`config.mk`:
```
export PLATFORM = sky130hd
export DESIGN_NAME = calc_req_issuer_flat
export DESIGN_NICKNAME = d
export VERILOG_FILES = /design/src/rtl/calc_req_issuer_if.sv /design/src/rtl/calc_req_issuer.sv /design/src/flat_wrapper.sv
export SDC_FILE = /design/constraint.sdc
export NUM_CORES = 1
export LEC_CHECK = 0
export CAP_MARGIN = 40
export CORE_MARGIN = 2
export CORE_UTILIZATION = 55
export CTS_CLUSTER_SIZE = 16
export DETAILED_ROUTE_END_ITERATION = 7
export GPL_ROUTABILITY_DRIVEN = 0
export PLACE_DENSITY = 0.85
export SLEW_MARGIN = 15
export SYNTH_ARGS = -nofsm -noshare
export SYNTH_HDL_FRONTEND = slang
export SYNTH_SLANG_ARGS = --single-unit
```
`constraint.sdc`:
```
create_clock -name c_clk -period 5.4 [get_ports c_clk]
set_clock_uncertainty 0.2 [all_clocks]
set_input_delay 1.08 -clock c_clk [delete_from_list [all_inputs] [get_ports c_clk]]
set_output_delay 1.08 -clock c_clk [all_outputs]
set_load 0.005 [all_outputs]
```
`src/rtl/calc_req_issuer_if.sv`:
```
// Request/response bus of the calculator request issuer: one request port in,
// one result strobe out. The issuer uses the slave modport, its client the master.
interface calc_req_issuer_if;
  logic        req_valid;
  logic        req_ready;
  logic [1:0]  req_chan;
  logic [3:0]  req_cmd;
  logic [31:0] req_op1;
  logic [31:0] req_op2;

  logic        rsp_valid;
  logic [1:0]  rsp_chan;
  logic [1:0]  rsp_code;
  logic [31:0] rsp_data;
  logic        rsp_timeout;

  modport master (
    output req_valid, req_chan, req_cmd, req_op1, req_op2,
    input  req_ready, rsp_valid, rsp_chan, rsp_code, rsp_data, rsp_timeout
  );

  modport slave (
    input  req_valid, req_chan, req_cmd, req_op1, req_op2,
    output req_ready, rsp_valid, rsp_chan, rsp_code, rsp_data, rsp_timeout
  );
endinterface

```
`src/rtl/calc_req_issuer.sv`:
```
// Four independent channel FSMs issue cmd/op1 then op2 to the calculator and report
// captured results lowest-channel-first. Define CALC_ISSUER_TIMEOUT_EN for the WAIT timeout.
module calc_req_issuer #(
  parameter int unsigned TIMEOUT = 16
) (
  input  logic             c_clk,
  input  logic             reset,
  calc_req_issuer_if.slave bus,
  output logic [3:0]       req1_cmd_out,
  output logic [3:0]       req2_cmd_out,
  output logic [3:0]       req3_cmd_out,
  output logic [3:0]       req4_cmd_out,
  output logic [31:0]      req1_data_out,
  output logic [31:0]      req2_data_out,
  output logic [31:0]      req3_data_out,
  output logic [31:0]      req4_data_out,
  input  logic [1:0]       out_resp1,
  input  logic [1:0]       out_resp2,
  input  logic [1:0]       out_resp3,
  input  logic [1:0]       out_resp4,
  input  logic [31:0]      out_data1,
  input  logic [31:0]      out_data2,
  input  logic [31:0]      out_data3,
  input  logic [31:0]      out_data4
);

  localparam int N_CH = 4;

  typedef enum logic [2:0] {IDLE, OP1, OP2, WAIT, DONE} ch_state_e;

  if (TIMEOUT < 2 || TIMEOUT > 255) begin : g_bad_timeout
    $error("calc_req_issuer: TIMEOUT must lie in 2..255");
  end

  ch_state_e       state     [N_CH];
  ch_state_e       state_nxt [N_CH];
  logic [3:0]      cmd_q     [N_CH];
  logic [31:0]     op1_q     [N_CH];
  logic [31:0]     op2_q     [N_CH];
  logic [1:0]      code_q    [N_CH];
  logic [31:0]     data_q    [N_CH];
  logic [1:0]      resp_in   [N_CH];
  logic [31:0]     rdata_in  [N_CH];
  logic [3:0]      cmd_out   [N_CH];
  logic [31:0]     data_out  [N_CH];
  logic [N_CH-1:0] load;
  logic [N_CH-1:0] capture;
  logic            sel_valid;
  logic [1:0]      sel;
`ifdef CALC_ISSUER_TIMEOUT_EN
  logic [7:0]      wait_cnt  [N_CH];
  logic [N_CH-1:0] expire;
  logic [N_CH-1:0] tmo_q;
`endif

  assign resp_in[0]  = out_resp1;
  assign resp_in[1]  = out_resp2;
  assign resp_in[2]  = out_resp3;
  assign resp_in[3]  = out_resp4;
  assign rdata_in[0] = out_data1;
  assign rdata_in[1] = out_data2;
  assign rdata_in[2] = out_data3;
  assign rdata_in[3] = out_data4;

  assign req1_cmd_out  = cmd_out[0];
  assign req2_cmd_out  = cmd_out[1];
  assign req3_cmd_out  = cmd_out[2];
  assign req4_cmd_out  = cmd_out[3];
  assign req1_data_out = data_out[0];
  assign req2_data_out = data_out[1];
  assign req3_data_out = data_out[2];
  assign req4_data_out = data_out[3];

  assign bus.req_ready = (state[bus.req_chan] == IDLE);

  always_comb begin
    // NOTE: every signal written here gets a default first, so no path infers a latch.
    sel_valid = 1'b0;
    sel       = 2'd0;
    // Scan downwards so the lowest-index DONE channel wins the report slot.
    for (int i = N_CH - 1; i >= 0; i--) begin
      if (state[i] == DONE) begin
        sel_valid = 1'b1;
        sel       = 2'(i);
      end
    end

    for (int i = 0; i < N_CH; i++) begin
      state_nxt[i] = state[i];
      load[i]      = 1'b0;
      capture[i]   = 1'b0;
`ifdef CALC_ISSUER_TIMEOUT_EN
      expire[i]    = 1'b0;
`endif
      cmd_out[i]   = 4'd0;
      data_out[i]  = 32'd0;
      case (state[i])
        IDLE: begin
          if (bus.req_valid && bus.req_chan == 2'(i)) begin
            load[i]      = 1'b1;
            state_nxt[i] = OP1;
          end
        end
        OP1: begin
          cmd_out[i]   = cmd_q[i];
          data_out[i]  = op1_q[i];
          state_nxt[i] = OP2;
        end
        OP2: begin
          data_out[i]  = op2_q[i];
          state_nxt[i] = WAIT;
        end
        WAIT: begin
          // A real response on the final counted cycle still beats the timeout.
          if (resp_in[i] != 2'b00) begin
            capture[i]   = 1'b1;
            state_nxt[i] = DONE;
          end
`ifdef CALC_ISSUER_TIMEOUT_EN
          else if (wait_cnt[i] == 8'(TIMEOUT)) begin
            expire[i]    = 1'b1;
            state_nxt[i] = DONE;
          end
`endif
        end
        DONE: begin
          if (sel_valid && sel == 2'(i)) state_nxt[i] = IDLE;
        end
        default: state_nxt[i] = IDLE;
      endcase
    end
  end

  assign bus.rsp_valid   = sel_valid;
  assign bus.rsp_chan    = sel;
  assign bus.rsp_code    = sel_valid ? code_q[sel] : 2'd0;
  assign bus.rsp_data    = sel_valid ? data_q[sel] : 32'd0;
`ifdef CALC_ISSUER_TIMEOUT_EN
  assign bus.rsp_timeout = sel_valid ? tmo_q[sel] : 1'b0;
`else
  assign bus.rsp_timeout = 1'b0;
`endif

  // NOTE: state uses <= so every channel updates from the same pre-edge values.
  always_ff @(posedge c_clk) begin
    if (reset) begin
      // NOTE: the small operand/result arrays are reset too, so nothing stale survives reset.
      for (int i = 0; i < N_CH; i++) begin
        state[i]    <= IDLE;
        cmd_q[i]    <= 4'd0;
        op1_q[i]    <= 32'd0;
        op2_q[i]    <= 32'd0;
        code_q[i]   <= 2'd0;
        data_q[i]   <= 32'd0;
`ifdef CALC_ISSUER_TIMEOUT_EN
        wait_cnt[i] <= 8'd0;
        tmo_q[i]    <= 1'b0;
`endif
      end
    end else begin
      for (int i = 0; i < N_CH; i++) begin
        state[i] <= state_nxt[i];
        if (load[i]) begin
          cmd_q[i] <= bus.req_cmd;
          op1_q[i] <= bus.req_op1;
          op2_q[i] <= bus.req_op2;
        end
        if (capture[i]) begin
          code_q[i] <= resp_in[i];
          data_q[i] <= rdata_in[i];
`ifdef CALC_ISSUER_TIMEOUT_EN
          tmo_q[i]  <= 1'b0;
`endif
        end
`ifdef CALC_ISSUER_TIMEOUT_EN
        else if (expire[i]) begin
          code_q[i] <= 2'd0;
          data_q[i] <= 32'd0;
          tmo_q[i]  <= 1'b1;
        end
        // The first WAIT cycle counts as 1.
        if (state[i] == OP2) wait_cnt[i] <= 8'd1;
        else if (state[i] == WAIT) wait_cnt[i] <= wait_cnt[i] + 8'd1;
`endif
      end
    end
  end

endmodule

```
`src/flat_wrapper.sv`:
```
// flat-port wrapper written by rule: the top's interface ports become plain ports
module calc_req_issuer_flat 
#(
  parameter int unsigned TIMEOUT = 16
)
  (c_clk, reset, req1_cmd_out, req2_cmd_out, req3_cmd_out, req4_cmd_out, req1_data_out, req2_data_out, req3_data_out, req4_data_out, out_resp1, out_resp2, out_resp3, out_resp4, out_data1, out_data2, out_data3, out_data4, bus_req_valid, bus_req_chan, bus_req_cmd, bus_req_op1, bus_req_op2, bus_req_ready, bus_rsp_valid, bus_rsp_chan, bus_rsp_code, bus_rsp_data, bus_rsp_timeout);
  calc_req_issuer_if bus_i ();
  input  logic c_clk;
  input  logic reset;
  output logic [3:0] req1_cmd_out;
  output logic [3:0] req2_cmd_out;
  output logic [3:0] req3_cmd_out;
  output logic [3:0] req4_cmd_out;
  output logic [31:0] req1_data_out;
  output logic [31:0] req2_data_out;
  output logic [31:0] req3_data_out;
  output logic [31:0] req4_data_out;
  input  logic [1:0] out_resp1;
  input  logic [1:0] out_resp2;
  input  logic [1:0] out_resp3;
  input  logic [1:0] out_resp4;
  input  logic [31:0] out_data1;
  input  logic [31:0] out_data2;
  input  logic [31:0] out_data3;
  input  logic [31:0] out_data4;
  input wire logic [$bits(bus_i.req_valid)-1:0] bus_req_valid;
  input wire logic [$bits(bus_i.req_chan)-1:0] bus_req_chan;
  input wire logic [$bits(bus_i.req_cmd)-1:0] bus_req_cmd;
  input wire logic [$bits(bus_i.req_op1)-1:0] bus_req_op1;
  input wire logic [$bits(bus_i.req_op2)-1:0] bus_req_op2;
  output wire logic [$bits(bus_i.req_ready)-1:0] bus_req_ready;
  output wire logic [$bits(bus_i.rsp_valid)-1:0] bus_rsp_valid;
  output wire logic [$bits(bus_i.rsp_chan)-1:0] bus_rsp_chan;
  output wire logic [$bits(bus_i.rsp_code)-1:0] bus_rsp_code;
  output wire logic [$bits(bus_i.rsp_data)-1:0] bus_rsp_data;
  output wire logic [$bits(bus_i.rsp_timeout)-1:0] bus_rsp_timeout;
  assign bus_i.req_valid = bus_req_valid;
  assign bus_i.req_chan = bus_req_chan;
  assign bus_i.req_cmd = bus_req_cmd;
  assign bus_i.req_op1 = bus_req_op1;
  assign bus_i.req_op2 = bus_req_op2;
  assign bus_req_ready = bus_i.req_ready;
  assign bus_rsp_valid = bus_i.rsp_valid;
  assign bus_rsp_chan = bus_i.rsp_chan;
  assign bus_rsp_code = bus_i.rsp_code;
  assign bus_rsp_data = bus_i.rsp_data;
  assign bus_rsp_timeout = bus_i.rsp_timeout;
  calc_req_issuer #(.TIMEOUT(TIMEOUT)) u_core (.c_clk(c_clk), .reset(reset), .bus(bus_i), .req1_cmd_out(req1_cmd_out), .req2_cmd_out(req2_cmd_out), .req3_cmd_out(req3_cmd_out), .req4_cmd_out(req4_cmd_out), .req1_data_out(req1_data_out), .req2_data_out(req2_data_out), .req3_data_out(req3_data_out), .req4_data_out(req4_data_out), .out_resp1(out_resp1), .out_resp2(out_resp2), .out_resp3(out_resp3), .out_resp4(out_resp4), .out_data1(out_data1), .out_data2(out_data2), .out_data3(out_data3), .out_data4(out_data4));
endmodule
```
-- Word-level counts from Yosys, hierarchy flattened
Memories as Yosys holds them, arrays and structs flattened.
Index checks and enable logic that the tools add are counted.
- register bits: 0
- bits in writable memories: 420
- input port bits: 209
- output and inout port bits: 183
- logic and storage cells: 172
- memories kept: 6
- memories (memory ; depth ; width ; rd ports ; clocked after memory_dff ; wr ports ; RTL line ; RTL):
    u_core.data_q ; 4 ; 32 ; 1 ; 0 ; 4 ; calc_req_issuer.sv:41 ; logic [31:0] data_q [N_CH];
    u_core.op1_q ; 4 ; 32 ; 4 ; 0 ; 4 ; calc_req_issuer.sv:38 ; logic [31:0] op1_q [N_CH];
    u_core.op2_q ; 4 ; 32 ; 4 ; 0 ; 4 ; calc_req_issuer.sv:39 ; logic [31:0] op2_q [N_CH];
    u_core.cmd_q ; 4 ; 4 ; 4 ; 0 ; 4 ; calc_req_issuer.sv:37 ; logic [3:0] cmd_q [N_CH];
    u_core.state ; 4 ; 3 ; 5 ; 0 ; 4 ; calc_req_issuer.sv:35 ; ch_state_e state [N_CH];
    u_core.code_q ; 4 ; 2 ; 1 ; 0 ; 4 ; calc_req_issuer.sv:40 ; logic [1:0] code_q [N_CH];
- equality and inequality tests: 22
- mux-type cells: 101
- bitwise gates (word level): 24
- reductions and logical operators: 19
- operators with widths (kind ; number):
    32-bit two-way mux ; 13
    32-bit case mux with 2 select lines ; 4
    3-bit case mux with 5 select lines ; 4
    3-bit two-way mux ; 16
    1-bit two-way mux ; 47
    4-bit two-way mux ; 8
    3-bit by 2-bit == test with 1-bit output, second input constant ; 8
    1-bit bitwise OR ; 24
    2-bit two-way mux ; 9
    3-bit zero test ; 5
    3-bit by 1-bit == test with 1-bit output, second input constant ; 4
    3-bit == test, second input constant ; 4
    2-bit == test, second input constant ; 4
    1-bit logical AND ; 8
    2-bit nonzero test ; 4
    2-bit by 1-bit == test with 1-bit output, second input constant ; 2
    2-bit zero test ; 2

-- Longest topological paths before layout
An unclocked memory read counts as a cell.
- word-level depth: 11
- mapped depth: 6
- depth with buffers taken out: 3

-- Least setup slack after synthesis
No wires, ideal clock.
- kind: input-to-reg
- start point: input port reset
- end point: memory u_core.cmd_q[2][0] (enable)
- setup time: 0.430 ns
- arrival: 3.434 ns
- required time: 4.770 ns
- path slack: 1.336 ns
- stages: 4
- buffers on the path: 3
- cells stage by stage: clkbuf_1 -> clkbuf_1 -> clkbuf_1 -> a41o_1
- RTL lines (element ; RTL line ; RTL):
    from (decl) ; flat_wrapper.sv:9 ; input logic reset;
    to (decl) ; calc_req_issuer.sv:37 ;

==> flow_summary.ini <==
[synthesis]
synthMuxAreaShare_pct = 0.177
seq_area_frac_synth_pct = 67.8
yosysWarnings = 0
syn_avg_cell_area_sq_um = 13.8
synth_top_family_by_area = simple AND/OR/NAND/NOR gates
syn_area_sq_um = 18400
synth_cells = 1338
synthAdderAreaFrac_pct = 0
yosys.area_share.simple_pct = 18.8
yosys.area_share.xor_xnor_pct = 0
synth_nets = 1547
netlist.area_leader.share_pct = 66.5
ys_seq_elements = 420
synth_compound_area_share_pct = 9.89
yosysUniqueCellTypes = 41
yosysTopAreaCell = edfxtp_1
yosys-top-cells-area = edfxtp_1 67%, and2_1 14%, a22o_1 6.1%, nor4bb_1 1.8%, o221ai_1 1.6%

[sta]
setup-tns-final_ns = 0
finalHoldViolations = 0
slew_viol_final = 0
fin_crit_sh_pct = 84.7
max_freq_mhz = 219
max_slew_margin_pct = 39.3
layout_min_cycle_time_ns = 4.57
rsz0062_at_grt = false
tightest_slew_ns = 0.910
finalSetupViolations = 0

[cts]
clkSlewWorstSetupHoldPaths_ns = 0.06
cts_hold_buf = 0
cts_tree = yes
clkSinkCount = 420
clk_path_buf_depth = 3
ctsRootBufferMaster = clkbuf_16
ctsHtreeMaxLevel = 2
cts_made_buffers = 43
post-cts-setup-buffer-count = 0
clk-insertion-delay-late_ns = 0.53
cts_resized = 0

[global_route]
grtUsageMet2_pct = 49.7
gr-usage-all-layers_pct = 29.8
antenna_found_initial = 11
top_usage_layer = met2
grt_max_degree = 69
grt_overflow = 0
grtUsageMet1_pct = 37.8
grt_pass1_vias = 12974
globalRouteMet3Util_pct = 7.64
grt_pass1_wl_microns = 79000

[cells_and_area]
mostFrequentLayoutCell = and2_1
final_cell_area_sq_um = 24300
postLayoutCoreUtil_pct = 73.0
finalNonFillerCells = 2189
syn_to_final_growth_pct = 31.9
layout.nets = 1911
drive_gt1_share_pct = 6.87
final_cell_mix = 424 x and2_1, 408 x edfxtp_1, 390 x clkdlybuf4s50_1

[floorplanning]
die_area_sq_um = 35000
dieHeight_microns = 187
boundaryPins = 392
core-area_sq_um = 33300
rows = 67
initial_core_util_pct = 55.3
dieWidth_microns = 187

[power]
combPwrFrac_pct = 8.8
ir_drop_mv = 0.331
pwr_density_cell_nw_per_um2 = 295
power_mw = 7.17
leakage_nw = 8.88
swShare_pct = 21.8
p_seq_share_pct = 53.0
intPower_mw = 5.61
clkPwrFrac_pct = 38.2
switchingPower_mw = 1.56

[routing]
viasPerCell = 5.92
num_vias = 12966
drt_wl_total_microns = 53000
ant_nets = 0
drc = 0
wl_per_cell_microns = 24.2
firstDrtPassIters = 5
first_iter_violations = 1069

[outcome]
outcome = completed

[setup_path]
critical_path.max_fanout = 35
cp_data_arrival_time_ns = 3.29
start_kind = register
cp_data_required_time_ns = 4.12
crit_path_end_kind = output pin
cp_slowest_cell = or3b_2
crit_chain = buf_4 > or3b_2 > a31oi_1 > o221ai_1 > clkdlybuf4s50_1
path_class = reg2out
cpPeakStageDelay_ns = 0.85

[placed_design]
place_area_sq_um = 23000
io_buffers = 390
dp_cells = 2104
dpl.hpwl_microns = 35400

[hold_path]
hold_path.class = reg2reg

[run]
cap_violations = 0
==> worst paths after layout <==
check / from / to / slack, ns / cells after the start
hold / removal: u_core.state[1][2] / u_core.state[1][1] / 0.36 / 1
setup / recovery: u_core.state[2][2] / bus_rsp_data[11] / 0.83 / 5
hold reg to reg: u_core.state[1][2] / u_core.state[1][1] / 0.36 / 1
setup reg to reg: u_core.state[2][0] / u_core.op2_q[2][1] / 2.36 / 4
==> metrics by stage <==
step / worst slack [ns] / hold WS (ns)
floorplan: 1.34 / 0.271
global placement: 1.26 / 0.319
detailed placement: 1.22 / 0.347
CTS: 0.872 / 0.368
global route: 0.688 / 0.409
finish: 0.826 / 0.361
==> layer usage <==
metal | wire length, microns | part of all wire [%]
met4 | 2170 | 4.1
met3 | 5770 | 11
met5 | 41 | 0.077
met1 | 19300 | 36
met2 | 25700 | 49
==> state kept, by name, summed over array words and instances, names as in the netlist <==
name	cells
u_core.data_q	128
u_core.op1_q	128
u_core.op2_q	128
u_core.cmd_q	16
u_core.state	12
u_core.code_q	8
==> cell type report <==
cell class | instances | area, sq um
multi-input cells | 776 | 5480
fillers | 2160 | 8990
flip-flops and latches | 420 | 12500
diodes | 8 | 20.0
clock inverters | 18 | 124
clock buffers | 58 | 1150
repair buffers | 423 | 4330
well taps | 448 | 561
inverters | 38 | 143
==> cells in the mapped netlist <==
master	number
o21ai_1	1
or3b_2	1
inv_1	38
nor3b_1	8
dfxtp_1	12
edfxtp_1	408
clkbuf_1	70
a22o_1	128
o221ai_1	34
a21oi_1	4
nand2b_1	7
buf_6	3
buf_1	3
nor4bb_1	34
a2111oi_0	5
buf_2	19
clkbuf_2	7
nor4_1	1
or2_2	2
nor3_2	1
and3b_1	1
a31oi_1	36
and2_1	424
a21o_1	2
and3_2	1
and3b_2	1
conb_1	1
a41o_1	2
mux2i_1	1
nand2_1	39
nor2_1	18
nor3b_2	1
mux4_2	1
buf_4	2
or4_4	1
o21ai_0	6
nor4b_2	1
o2bb2a_1	2
o21bai_1	3
nor3_1	8
nor3_4	1
==> logic make-up (layout without fill, tap and decap cells) <==
kind of cell | Yosys count | count (layout)
buffers and inverters | 142 | 537
other | 1 | 9
muxes | 2 | 2
and+or+nand+nor | 550 | 550
DFF | 420 | 420
AOI/OAI and AO/OA | 223 | 223
==> worst max-delay path, delay by kind of cell (launching register included) <==
kind,cells,cell delay (ns)
buffers and inverters,2,0.87
and+or+nand+nor,1,0.85
DFF,1,0.53
AOI/OAI and AO/OA,2,0.50
==> power by group through the flow <==
| stage | sequential, mW | clock (mW) | combinational (mW) |
|---|---|---|---|
| final | 3.80 | 2.74 | 0.633 |
| after CTS | 3.80 | 2.76 | 0.632 |
| after floorplan | 3.85 | 0 | 0.223 |
| after global placement | 3.86 | 0 | 0.593 |
| after global routing | 3.81 | 2.88 | 0.670 |
| after detailed placement | 3.87 | 0 | 0.626 |
(Power assumes the default switching activity.)
